--- config.mk ---
export PLATFORM = sky130hd
export DESIGN_NAME = sr_latch_monitor
export DESIGN_NICKNAME = d
export VERILOG_FILES = /design/src/rtl/sr_mon_pkg.sv /design/src/rtl/sr_mon_delay.sv /design/src/rtl/sr_latch_monitor.sv
export SDC_FILE = /design/constraint.sdc
export NUM_CORES = 1
export LEC_CHECK = 0
export BUFFER_PORTS_ARGS = -buffer_cell sky130_fd_sc_hd__buf_2
export CAP_MARGIN = 20
export CORE_MARGIN = 4
export CORE_UTILIZATION = 46
export DETAILED_ROUTE_END_ITERATION = 7
export PLACE_DENSITY = 0.73
export SETUP_SLACK_MARGIN = 0.15
export SLEW_MARGIN = 15
export SYNTH_ARGS = -nofsm -noshare
export SYNTH_HDL_FRONTEND = slang
export SYNTH_SLANG_ARGS = --single-unit
--- constraint.sdc ---
create_clock -name clock -period 1.34 [get_ports clock]
set_input_delay 0.201 -clock clock [delete_from_list [all_inputs] [get_ports clock]]
set_output_delay 0.201 -clock clock [all_outputs]
set_load 0.05 [all_outputs]
--- src/rtl/sr_mon_pkg.sv ---
// rtl/sr_mon_pkg.sv - shared types, limits and next-state helper for the SR latch monitor
package sr_mon_pkg;

    typedef enum logic [1:0] {
        UNKNOWN = 2'd0,
        Q0      = 2'd1,
        Q1      = 2'd2
    } sr_state_t;

    typedef struct packed {
        logic known;
        logic q;
    } sr_exp_t;

    localparam int SR_MON_SETTLE_MAX = 8;

    // set_req/rst_req are already polarity-corrected by the caller
    function automatic sr_state_t sr_next(sr_state_t cur, logic en, logic set_req, logic rst_req);
        sr_state_t nxt;
        nxt = cur;
        if (en) begin
            case ({set_req, rst_req})
                2'b10:   nxt = Q1;
                2'b01:   nxt = Q0;
                2'b11:   nxt = UNKNOWN;
                default: nxt = cur;
            endcase
        end
        return nxt;
    endfunction

    function automatic sr_exp_t sr_to_exp(sr_state_t st);
        sr_exp_t x;
        x.known = (st != UNKNOWN);
        x.q     = (st == Q1);
        return x;
    endfunction

endpackage

--- src/rtl/sr_mon_delay.sv ---
// rtl/sr_mon_delay.sv - SETTLE-stage shift register of expected latch values, reset to unknown
module sr_mon_delay
    import sr_mon_pkg::*;
#(
    parameter int SETTLE = 1
) (
    input  logic    clock,
    input  logic    reset,
    input  sr_exp_t d,
    output sr_exp_t tap
);

    sr_exp_t stages [SETTLE];

    always_ff @(posedge clock or posedge reset) begin
        if (reset) begin
            for (int i = 0; i < SETTLE; i++) begin
                stages[i] <= '0;
            end
        end else begin
            stages[0] <= d;
            for (int i = 1; i < SETTLE; i++) begin
                stages[i] <= stages[i-1];
            end
        end
    end

    assign tap = stages[SETTLE-1];

endmodule

--- src/rtl/sr_latch_monitor.sv ---
// rtl/sr_latch_monitor.sv - SR latch reference model, delayed response check and event counters
// Build option SR_MON_ACTIVE_LOW_EN: treat s/r as active-low (NAND latch convention).
module sr_latch_monitor
    import sr_mon_pkg::*;
#(
    parameter int SETTLE = 1,
    parameter int CNT_W  = 8
) (
    input  logic             clock,
    input  logic             reset,
    input  logic             s,
    input  logic             r,
    input  logic             e,
    input  logic             q_obs,
    output logic             exp_q,
    output logic             exp_known,
    output logic             mismatch,
    output logic             invalid,
    output logic [CNT_W-1:0] mismatch_count,
    output logic [CNT_W-1:0] invalid_count
);

    if (SETTLE < 1 || SETTLE > SR_MON_SETTLE_MAX) begin : g_bad_settle
        $error("sr_latch_monitor: SETTLE out of range 1..%0d", SR_MON_SETTLE_MAX);
    end

    logic set_req;
    logic rst_req;

`ifdef SR_MON_ACTIVE_LOW_EN
    assign set_req = ~s;
    assign rst_req = ~r;
`else
    assign set_req = s;
    assign rst_req = r;
`endif

    sr_state_t state;
    sr_state_t state_nxt;
    sr_exp_t   tap;
    logic      invalid_req;
    logic      mismatch_now;

    assign state_nxt   = sr_next(state, e, set_req, rst_req);
    assign invalid_req = e & set_req & rst_req;

    // The delay line is fed with the post-edge model value, so stage 0 mirrors
    // the state register and the tap lags the model by SETTLE-1 cycles.
    sr_mon_delay #(
        .SETTLE (SETTLE)
    ) u_delay (
        .clock (clock),
        .reset (reset),
        .d     (sr_to_exp(state_nxt)),
        .tap   (tap)
    );

    assign mismatch_now = tap.known & (q_obs != tap.q);

    always_ff @(posedge clock or posedge reset) begin
        if (reset) begin
            state     <= UNKNOWN;
            exp_q     <= 1'b0;
            exp_known <= 1'b0;
            invalid   <= 1'b0;
        end else begin
            state     <= state_nxt;
            exp_q     <= (state_nxt == Q1);
            exp_known <= (state_nxt != UNKNOWN);
            invalid   <= invalid_req;
        end
    end

    always_ff @(posedge clock or posedge reset) begin
        if (reset) begin
            mismatch       <= 1'b0;
            mismatch_count <= '0;
            invalid_count  <= '0;
        end else begin
            mismatch <= mismatch_now;
            if (mismatch_now && (mismatch_count != {CNT_W{1'b1}})) begin
                mismatch_count <= mismatch_count + 1'b1;
            end
            if (invalid_req && (invalid_count != {CNT_W{1'b1}})) begin
                invalid_count <= invalid_count + 1'b1;
            end
        end
    end

endmodule
Word level (Yosys, flattened, before mapping) --
Index checks and enable logic that the tools add are counted.
Cells by class: $add $sub $neg 2, $mul 0, div/mod/pow operators 0, magnitude comparators 0, eq/ne operators 7, shift operators 0, mux-type cells 2, bitwise operators 3, reduce and logical (&&, ||, !) cells 3
Operators by type and width (number):
- adder 8 x 1 -> 8 bit (second input constant) | 2
- != test 8 bit (second input constant) | 2
- == test 2 bit (second input constant) | 3
- one-hot mux 2 bit (3 select lines) | 1
- bitwise AND 1 bit | 3
- == test 2 x 1 -> 1 bit (second input constant) | 1
- logical AND 1 bit | 2
- 2-to-1 mux 2 bit | 1
- nonzero test 2 bit | 1
- != test 1 bit | 1
Storage, ports and cells: register bits after elaboration 22, bits in latches 0, memory bits (writable) 0, memory bits (read-only) 0, input port bits 6, output and inout bits 20, logic and storage cells 24, memories kept 0

Logic depth before layout (Yosys ltp) --
Gate-level depths: netlist of run 1.
depth after elaboration 4, mapped depth 5

Modules after synthesis --
A second synthesis of run 1 with hierarchy kept.
Second synthesis, totals: cell total of the unflattened synthesis 97, area, all modules 1112.3 um^2
By module, submodules not included:
- sr_latch_monitor | instances 1, cells an instance 94, area an instance 1058.5 um^2, seq. area each 550.5 um^2
- sr_mon_delay | instances 1, cells an instance 3, area an instance 53.8 um^2, seq. area each 50.0 um^2

Worst setup path after synthesis of run 1 --
OpenSTA, ideal clock, no wires.
path type register -> register, start point register invalid_count[0], end point register invalid_count[1], setup time 0.128 ns, arrival 1.576 ns, required time 1.212 ns, slack -0.364 ns, stages on the path, launching flop included 5, period minus slack after synthesis 1.704 ns, path through dfrtp_1 > ha_1 > nand4_1 > nand2_1 > mux2_1
Between the ends: cells in the longest elaborated chain, start to end 2
RTL lines:
- start: declaration | RTL line sr_latch_monitor.sv:20 | output logic [CNT_W-1:0] invalid_count
- start signal: assignment | RTL line sr_latch_monitor.sv:85 | invalid_count <= invalid_count + 1'b1;
- branches (longest 2 deep; another with adder 8 x 1 -> 8 bit)
Several ways; the timed one is not identified. A chain may end at the register's enable or synchronous reset.

==> metrics, run 1 <==
Longest Clk Path Bufs 2; antenna violations before repair 0; mapped cell area 1059 um2; most common cell in the synthesized netlist dfrtp_1; syn_nets 102; synthesized area per cell 11.26 um2; Final Net Count 163; Async SR Flop Fraction 1.000; Chip Height 55.97 um; Post-synth EDFFs 0; Starting DRT DRC Count 31; Clk Tree Root Cell clkbuf_4; critical path startpoint category flip-flop; share of cells above drive strength 1 0.7143; Setup CP Type flip-flop to flip-flop; first-pass GRT wire length 4519 um; max cap viols 0; fmax 734.3 MHz; Port Buffer Count 25; register area 571.8 um2; worst setup path start exp_q$_DFF_PP0_; site row count 17; commonest cells in the netlist 22 x dfrtp_1, 10 x nand2_1, 7 x a21oi_1, 6 x nor2_1; Final Hold Vio Count 0; Synth top area share 0.5201; failing checks negative setup slack; Die Wd 55.97 um; TritonCTS clock tree yes; die area 3133 um2; Max VDD drop between 1.5 and 2 mV; via/cell ratio 5.489; total wire length between 3000 and 4000 um; final critical-path required period 1362 ps; clock buffer count from CTS 3; GRT overflow 0; Crit path required time roughly 1600 ps; area delta synth->final 70.80%; register area share after synthesis 0.5201; DR DRC count 0; final setup vio count 4; DR vias 999; GP Congestion 0.8154; HP Start s; Core Area around 2200 um2; worst r2r src exp_q$_DFF_PP0_; synth warn 0; top_reg_cell synth dfrtp_1; final worst-path cycle share 1.016; cell accounting for the most synthesized area dfrtp_1; Post-Syn Instances 94; GRT Util Overall 0.1836; synth top area cells dfrtp_1 52%, mux2_1 4.3%, nand2_1 3.5%, a21oi_1 3.3%, xnor2_1 3.3%; via count of the first global-routing pass 939; Finished Layout Cells 182; Yosys cell types 29; crit path max fanout 3; hpwl dp 1563 um; Crit. End Element flip-flop; Leakage slightly above 0.8 nW; Post-DRT Antenna Nets 0; Num Clock Sinks 22; worst endpoint data arrival time between 1500 and 2000 ps; # diodes 0; routed len/inst around 17 um; relative slew slack 0.8168; power density over the cells 2261 nW/um2; Worst Skew 3.451 ps; Starting Density 0.4832; Hold Crit Class primary input to flip-flop; RSZ-0062 raised after global routing yes; Final WS setup -21.77 ps; worst slack, placed -36.30 ps; final number of max-transition violations 0; Slew @ Worst Pin 274.9 ps; Multi-input gate area between 600 and 700 um2; placed cell count 153; # IOs 26; worst skew pair latency 330 ps; first-pass iteration count of the detailed router 4; Fillers approximately 110; H-tree levels 1; status finished, violations left; CTS clk-pin slew, worst paths 130 ps; Util after Layout 0.8252; post-synthesis register bit count 22; largest net degree at the start of global routing 23
critical path: stages, from the launching register on:
cell and delay, ps:
dfrtp_2 440, xor2_2 200, nand3_2 140, nor3_2 150
mux2_4 320
through the flow:
step	power (mW)	hold slack (ps)	setup TNS [ps]	area (um2)
2_1_floorplan	2.164	189.2	-690.1	1119
3_3_place_gp	2.520	243.7	0	1316
3_5_place_dp	2.572	245.1	-101.4	1316
4_1_cts	3.684	115.5	0	1640
5_1_grt	4.259	146.3	-247.1	1808
6_report	4.088	103.6	-59.56	1808
cell type report:
class / instances / area share
multi-input combinational: 68 / 0.3439
clock inverter: 1 / 0.01661
sequential: 22 / 0.3163
clock buffer: 3 / 0.01246
inverter: 2 / 0.004152
tap: 28 / 0.01938
timing repair buffer: 58 / 0.2872
state kept, by name, summed over array words and instances (netlist names):
name,cells
invalid_count,8
mismatch_count,8
exp_q,1
mismatch,1
exp_known,1
state,2
invalid,1
cell families (layout without fill, tap and decap cells):
kind of cell             count (synthesis)  in the layout  share of synthesized area
AO/OA/AOI/OAI                           14             14                    0.07801
buffers and inverters                    4             64                    0.02837
flip-flops                              22             22                     0.5201
adder cells (fa/ha/maj)                  2              2                    0.02364
XOR/XNOR                                 5              5                    0.04137
AND/OR/NAND/NOR                         39             39                     0.2175
multiplexers                             8              8                    0.09101
cells in the final DEF (no fill, tap or decap), types with 4 or more instances in the layout:
cell	netlist	layout
buf_4	0	26
buf_8	0	4
nor2_1	6	4
nand2_1	10	6
mux2_4	2	6
dfrtp_1	22	5
a21oi_1	7	5
dfrtp_2	0	17
buf_6	2	19
buf_2	0	8
layer usage:
layer / wire (um) / GRT usage / vias to the layer above / part of all wire
met5: 0 / 0 / - / 0
met2: 1628 / 0.3088 / 29 / 0.52
met1: 1292 / 0.2217 / 511 / 0.41
li1: - / - / 452 / -
met4: 74 / 0.09153 / 0 / 0.024
met3: 149 / 0.03712 / 7 / 0.047
where the power goes:
part | internal [mW] | switching [mW]
clock network | 0.303 | 0.223
logic | 1.14 | 1.31
registers | 0.878 | 0.232
total | 2.32 | 1.77
final timing paths:
kind | endpoint | slack (ps) | cells after the start
worst max-delay path | mismatch_count[7]$_DFFE_PP0P_ | -20 | 4
worst min-delay path | state[0]$_DFF_PP0_ | 100 | 2
max in group asynchronous | invalid_count[1]$_DFFE_PP0P_ | 680 | 4
worst min register to register | invalid_count[7]$_DFFE_PP0P_ | 580 | 1
worst max register to register | mismatch_count[7]$_DFFE_PP0P_ | -20 | 4
min in group asynchronous | exp_known$_DFF_PP0_ | 420 | 4
what timing repair did:
action	in CTS	in global routing
cloned	0	0
hold buffers	1	0
setup endpoints to repair	27	31
hold endpoints to repair	22	0
pin swaps	12	8
gates resized for setup	40	35
setup buffers	16	8
(Power assumes the default switching activity.)
==> run 2: changes to the inputs <==
--- a/config.mk
+++ b/config.mk
@@ -5,12 +5,13 @@
 export SDC_FILE = /design/constraint.sdc
 export NUM_CORES = 1
 export LEC_CHECK = 0
+export ABC_AREA = 1
 export BUFFER_PORTS_ARGS = -buffer_cell sky130_fd_sc_hd__buf_2
 export CAP_MARGIN = 20
 export CORE_MARGIN = 4
-export CORE_UTILIZATION = 46
+export CORE_UTILIZATION = 48
 export DETAILED_ROUTE_END_ITERATION = 7
-export PLACE_DENSITY = 0.73
+export PLACE_DENSITY = 0.75
 export SETUP_SLACK_MARGIN = 0.15
 export SLEW_MARGIN = 15
 export SYNTH_ARGS = -nofsm -noshare
==> run 2 against run 1 <==
  * The flow now finishes without violations
  * Final area increased by 1.5%
  * Cell count increased by 27%
  * Wire length decreased by 1.2%
  * Largest power group unchanged
==> metrics, run 2 <==
Clk Tree Root Cell clkbuf_4; placed cell count 204 (+33%); Yosys cell types 23 (-21%); routed len/inst 13.45 um (-22%); Setup CP Type flip-flop to flip-flop; status completed; Max VDD drop 1.319 mV (-24%); GRT Util Overall 0.1817 (-0.001942); power density over the cells 1781 nW/um2 (-21%); H-tree levels 1 (unchanged); final setup vio count 0 (-4); Post-DRT Antenna Nets 0 (unchanged); hold-critical path endpoint state[0]$_DFF_PP0_; via/cell ratio 5.017 (-8.6%); GP Congestion 0.7973 (-2.2%); top_reg_cell synth dfrtp_1; cell accounting for the most synthesized area dfrtp_1; fmax 826.3 MHz (+13%); hold depth 4 (+2); Longest Clk Path Bufs 2 (unchanged); Port Buffer Count 25 (unchanged); largest net degree at the start of global routing 23 (unchanged); syn_nets 158 (+55%); Starting DRT DRC Count 56 (+81%); area delta synth->final 52.07%; final worst-path cycle share 0.9032 (-0.1131); commonest cells in the netlist 55 x nand2_1, 22 x dfrtp_1, 17 x inv_1, 11 x nand3_1, 8 x nor2_1; total wire length 3106 um (-1.2%); synth warn 0 (unchanged); CP Cell Sequence ha_4 > nand3_4 > clkinv_4 > nand2_8 > buf_4 > nand4_1 > nand2_1; Synth top area share 0.4564 (-0.06366); CTS clk-pin slew, worst paths 130 ps (about the same); Finished Layout Cells 231 (+27%); Worst Skew 3.209 ps (-0.2427 ps); most common cell in the synthesized netlist nand2_1; largest stage delay on the critical path 470 ps (+30 ps); mapped cell area 1206 um2 (+14%); GRT overflow 0 (unchanged); via count of the first global-routing pass 1,076 (+15%); Post-synth EDFFs 0 (unchanged); R2R cell count 7 (+3); Async SR Flop Fraction 1.000 (unchanged); antenna violations before repair 0 (unchanged); Critical-path top delay cell dfrtp_2; grt peak-use layer met2; Die Wd 58.13 um (+3.9%); worst endpoint data arrival time 1460 ps (-130 ps); Power, Total 3.268 mW (-20%); Final Hold Vio Count 0 (unchanged); post-synthesis register bit count 22 (unchanged); most common cell after layout, fill and taps aside nand2_1; RSZ-0062 raised after global routing yes; worst r2r src mismatch_count[1]$_DFFE_PP0P_; Leakage 0.8833 nW (+8.1%); worst slack, placed 113.4 ps (+149.7 ps); clock buffer count from CTS 3 (unchanged); Num Clock Sinks 22 (unchanged); final critical-path required period 1210 ps (-151.5 ps); met2 GRT Util 0.3194 (+0.01051); TritonCTS clock tree yes; share of cells above drive strength 1 0.5271 (-0.1872); Final WS setup 129.7 ps (+151.5 ps); register area share after synthesis 0.4564 (-0.06366); Crit. End Element flip-flop; R2R Path End mismatch_count[3]$_DFFE_PP0P_; hpwl dp 1807 um (+16%); DR DRC count 0 (unchanged); worst skew pair latency 310 ps (-20 ps); DR vias 1,159 (+16%); Core Area 2297 um2 (+4.9%); max cap viols 0 (unchanged); r2r setup slk 130 ps (+150 ps); routing usage on met1 0.2228 (+0.001115); crit path max fanout 4 (+1); relative slew slack 0.8017 (-0.01503); synth top area cells dfrtp_1 46%, nand2_1 17%, inv_1 5.3%, nand3_1 4.6%, nand2_4 2.8%; Crit path required time 1590 ps (+20 ps); # diodes 0 (unchanged); HP Start s; die area 3379 um2 (+7.9%); first-pass GRT wire length 4719 um (+4.4%); Setup TNS 0 ps (+59.56 ps); met3 usage 0.02227 (-0.01485); Top Registers invalid_count: 8 flops, mismatch_count: 8 flops, state: 2 flops; first-pass iteration count of the detailed router 4 (unchanged); site row count 17 (unchanged); # IOs 26 (unchanged); synthesized area per cell 8.041 um2 (-29%); Chip Height 58.13 um (+3.9%); Starting Density 0.5251 (+0.04190); most frequent cells in the layout 46 x nand2_1, 28 x buf_4, 17 x inv_1, 17 x dfrtp_2, 12 x buf_6; Hold Crit Class primary input to flip-flop; final number of max-transition violations 0 (unchanged); Slew @ Worst Pin 297.4 ps (+22.55 ps); critical path startpoint category flip-flop; Post-Syn Instances 150 (+60%); Final Net Count 212 (+30%)
==> run 2: cell types whose count changed in the layout (fill, tap and decap cells not counted), moves of 4 or more <==
cell     previous run  this run
nand2_1             6        46
inv_1               2        17
nand2_2             3        11
nand3_1             2        10
buf_6              19        12
mux2_4              6         0
a21oi_1             5         0
buf_8               4         0
==> run 2: layout make-up <==
type | instances | area, um2
multi-input cells | 105 | 668.1
flip-flops and latches | 22 | 571.8
fillers | 149 | 462.9
repair buffers | 49 | 410.4
inverters | 23 | 96.34
well taps | 28 | 35.03
clock inverters | 1 | 30.03
clock buffers | 3 | 22.52
==> run 2: through the flow <==
stage	hold WS (ps)	utilization	cell area, um2
after floorplan	189.1	-	1256
after global placement	245.7	0.6198	1424
after detailed placement	258.4	0.6198	1424
after CTS	218.5	0.7347	1688
after global routing	229.4	0.7985	1834
final	225.2	0.7985	1834
==> run 2: worst max-delay path: cells and delay by family (launching register included) <==
kind	cells	cell delay [ps]
flops	1	470
simple gates	4	310
fa+ha+maj	1	190
buf+inv	2	180
==> run 2: routing by layer <==
layer,up-vias,wire length [um],part of all wire
met5,-,0,0
met3,6,146,0.047
met1,553,1214,0.39
met2,32,1682,0.54
li1,568,-,-
met4,0,62,0.020
==> run 2: worst max path at each step <==
| stage | startpoint | slack [ps] | endpoint |
|---|---|---|---|
| 2_1_floorplan | invalid_count[0]$_DFFE_PP0P_ | 20 | invalid_count[5]$_DFFE_PP0P_ |
| 3_3_place_gp | mismatch_count[0]$_DFFE_PP0P_ | 160 | mismatch_count[2]$_DFFE_PP0P_ |
| 3_5_place_dp | mismatch_count[0]$_DFFE_PP0P_ | 110 | mismatch_count[2]$_DFFE_PP0P_ |
| 4_1_cts | mismatch_count[1]$_DFFE_PP0P_ | 130 | mismatch_count[2]$_DFFE_PP0P_ |
| 5_1_grt | mismatch_count[1]$_DFFE_PP0P_ | 70 | mismatch_count[3]$_DFFE_PP0P_ |
| 6_report | mismatch_count[1]$_DFFE_PP0P_ | 130 | mismatch_count[3]$_DFFE_PP0P_ |
==> run 2: cells by family after synthesis <==
logic type | after synthesis | share of synthesized area
AND/OR/NAND/NOR | 93 | 0.3911
buffers and inverters | 23 | 0.07468
flip-flops | 22 | 0.4564
AO/OA/AOI/OAI | 7 | 0.03527
XOR/XNOR | 3 | 0.02179
adder cells (fa/ha/maj) | 2 | 0.02074
==> run 2: report_power, final <==
part / switching [mW] / leakage [nW] / internal (mW)
clock network: 0.211 / 0.0279 / 0.302
logic: 1.01 / 0.605 / 0.724
registers: 0.196 / 0.250 / 0.827
==> run 2: what timing repair did <==
action / 4_1_cts / 5_1_grt
pin swaps: 6 / 10
hold buffers: 1 / 0
setup buffers: 16 / 6
hold endpoints to repair: 22 / 0
resized for setup: 23 / 30
endpoints found under the setup margin: 25 / 28
==> run 3: changes to the inputs <==
--- a/config.mk
+++ b/config.mk
@@ -6,12 +6,12 @@
 export NUM_CORES = 1
 export LEC_CHECK = 0
 export ABC_AREA = 1
-export BUFFER_PORTS_ARGS = -buffer_cell sky130_fd_sc_hd__buf_2
 export CAP_MARGIN = 20
 export CORE_MARGIN = 4
-export CORE_UTILIZATION = 48
+export CORE_UTILIZATION = 55
 export DETAILED_ROUTE_END_ITERATION = 7
-export PLACE_DENSITY = 0.75
+export DONT_BUFFER_PORTS = 1
+export PLACE_DENSITY = 0.73
 export SETUP_SLACK_MARGIN = 0.15
 export SLEW_MARGIN = 15
 export SYNTH_ARGS = -nofsm -noshare
==> run 3 against run 2 <==
  * Non-clock buffer count shrank 16
  * Sequential share of layout area grew 2.8 points
  * Register-to-register slack lost 30 ps
  * Sequential power is essentially flat
  * Via count shrank 4.4%
  * Critical path depth is the same
  * Power shrank 5.1%
  * Wire length shrank 5.2%
  * Clock-buffer cell count is the same
  * Clock skew shrank 1.1 ps
  * Combinational power shrank 10%
  * Critical path type unchanged
  * Critical endpoint is now mismatch_count[7]$_DFFE_PP0P_
==> metrics, run 3 (synthesis gave the netlist of run 2 again) <==
status completed; GP Congestion 0.7758 (-2.7%); # IOs 26 (unchanged); area delta synth->final 39.94%; Max VDD drop 1.395 mV (+5.7%); R2R cell count 7 (unchanged); placed cell count 196 (-3.9%); HP Start s; final critical-path required period 1241 ps (+30.67 ps); Finished Layout Cells 214 (-7.4%); # diodes 0 (unchanged); first-pass iteration count of the detailed router 4 (unchanged); critical path startpoint category flip-flop; Clk Tree Root Cell clkbuf_4; worst r2r src mismatch_count[0]$_DFFE_PP0P_; GRT Util Overall 0.1953 (+0.01361); Starting Density 0.5965 (+0.07148); hold-critical path endpoint exp_known$_DFF_PP0_; routed len/inst 13.77 um (+2.4%); Post-DRT Antenna Nets 0 (unchanged); Crit path required time 1560 ps (-30 ps); R2R Path End mismatch_count[7]$_DFFE_PP0P_; Setup TNS 0 ps (unchanged); most common cell after layout, fill and taps aside nand2_1; final setup vio count 0 (unchanged); combinational power share 0.500 (-0.030); H-tree levels 1 (unchanged); via count of the first global-routing pass 1,008 (-6.3%); cell mode on critical path nand2_8; GRT overflow 0 (unchanged); Leakage 0.8023 nW (-9.2%); Critical-path top delay cell dfrtp_2; Top Registers invalid_count: 8 flops, mismatch_count: 8 flops, state: 2 flops; power density over the cells 1838 nW/um2 (+3.2%); Port Buffer Count 0 (-100%); clock group share of total power 0.166 (+0.009); Internal Dissipation 1.724 mW (-7.0%); largest stage delay on the critical path 470 ps (about the same); final worst-path cycle share 0.9261 (+0.02289); Sw Share 0.4443 (+0.01137); hold depth 3 (-1); Worst Skew 2.096 ps (-1.113 ps); Slew @ Worst Pin 443.3 ps (+145.9 ps); relative slew slack 0.7046 (-0.09708); first-pass GRT wire length 4188 um (-11%); total wire length 2946 um (-5.2%); power share of the sequential group 0.334 (+0.021); antenna violations before repair 0 (unchanged); die area 3006 um2 (-11%); fmax 805.9 MHz (-2.5%); largest net degree at the start of global routing 23 (unchanged); most frequent cells in the layout 48 x nand2_1, 24 x buf_4, 18 x dfrtp_2; worst hold slack 113.4 ps (-111.9 ps); Crit path buffers/inverters 1 (-1); Psw 1.378 mW (-2.6%); share of cells above drive strength 1 0.4759 (-0.05116); Crit. End Element flip-flop; Core Area 2022 um2 (-12%); Num Clock Sinks 22 (unchanged); via/cell ratio 5.178 (+3.2%); max cap viols 0 (unchanged); worst setup path start mismatch_count[0]$_DFFE_PP0P_; Fillers 121 (-19%); Die Wd 54.83 um (-5.7%); critical path's top delay family flip-flops; CTS clk-pin slew, worst paths 130 ps (about the same); Longest Clk Path Bufs 2 (unchanged); Power, Total 3.102 mW (-5.1%); Chip Height 54.83 um (-5.7%); clock buffer count from CTS 3 (unchanged); TritonCTS clock tree yes; CP Cell Sequence ha_4 > nand3_4 > clkinv_4 > nand2_8 > nand2_8 > nand2_1 > nand2_2; DR DRC count 0 (unchanged); Final Hold Vio Count 0 (unchanged); r2r setup slk 100 ps (-30 ps); Final Net Count 196 (-7.5%); Hold Crit Class primary input to flip-flop; DR vias 1,108 (-4.4%); worst skew pair latency 310 ps (about the same); placed cell areas 1433 um2 (+0.61%); hpwl dp 1799 um (-0.44%); RSZ-0062 raised after global routing yes; cell area after layout 1688 um2 (-8.0%); worst endpoint data arrival time 1460 ps (about the same); crit path max fanout 8 (+4); Setup CP Type flip-flop to flip-flop; final number of max-transition violations 0 (unchanged); Starting DRT DRC Count 9 (-84%); site row count 16 (-1)
==> run 3: power by group through the flow <==
stage	sequential [mW]	combinational (mW)	clock [mW]
2_1_floorplan	1.49	0.392	0
3_3_place_gp	1.05	1.12	0
3_5_place_dp	1.07	1.15	0
4_1_cts	1.02	1.38	0.521
5_1_grt	1.05	1.65	0.546
6_report	1.04	1.55	0.515
==> run 3: worst max path at each step <==
stage	endpoint	slack [ps]	depth (start not counted)
2_1_floorplan	invalid_count[5]$_DFFE_PP0P_	20	8
3_3_place_gp	mismatch_count[2]$_DFFE_PP0P_	160	7
3_5_place_dp	mismatch_count[2]$_DFFE_PP0P_	120	7
4_1_cts	mismatch_count[7]$_DFFE_PP0P_	130	8
5_1_grt	mismatch_count[7]$_DFFE_PP0P_	20	7
6_report	mismatch_count[7]$_DFFE_PP0P_	100	7
==> run 3: final cells by class <==
cell class	instances	area, um2	area share
multi-input combinational	105	651.9	0.3862
sequential	22	573.1	0.3395
timing repair buffer	33	280.3	0.1660
inverter	23	96.34	0.05708
tap	27	33.78	0.02001
clock inverter	1	30.03	0.01779
clock buffer	3	22.52	0.01334
==> run 3: per-layer routing <==
metal  vias to the layer above  global-route usage  part of all wire
li1                        538                   -                 -
met1                       535              0.2113              0.40
met2                        29              0.3642              0.53
met3                         6             0.03270             0.042
met4                         0             0.08714             0.018
met5                         -                   0                 0
==> run 3: per-stage QoR <==
step / util / worst slack [ps]
2_1_floorplan: - / 21.84
3_3_place_gp: 0.7085 / 162.8
3_5_place_dp: 0.7085 / 119.3
4_1_cts: 0.7890 / 132.8
5_1_grt: 0.8348 / 20.82
6_report: 0.8348 / 99.08
==> run 3: timing repair <==
item / CTS / global route
setup buffers: 9 / 4
resized for setup: 7 / 19
endpoints found under the setup margin: 11 / 24
pin swaps: 3 / 10
hold buffers: 1 / 0
hold endpoints to repair: 22 / 0
==> run 3: worst reg2reg max path, stage by stage (launching register included) <==
cell,delay (ps)
dfrtp_2,470
ha_4,190
nand3_4,70
clkinv_4,70
nand2_8,80
nand2_8,90
nand2_1,120
nand2_2,60
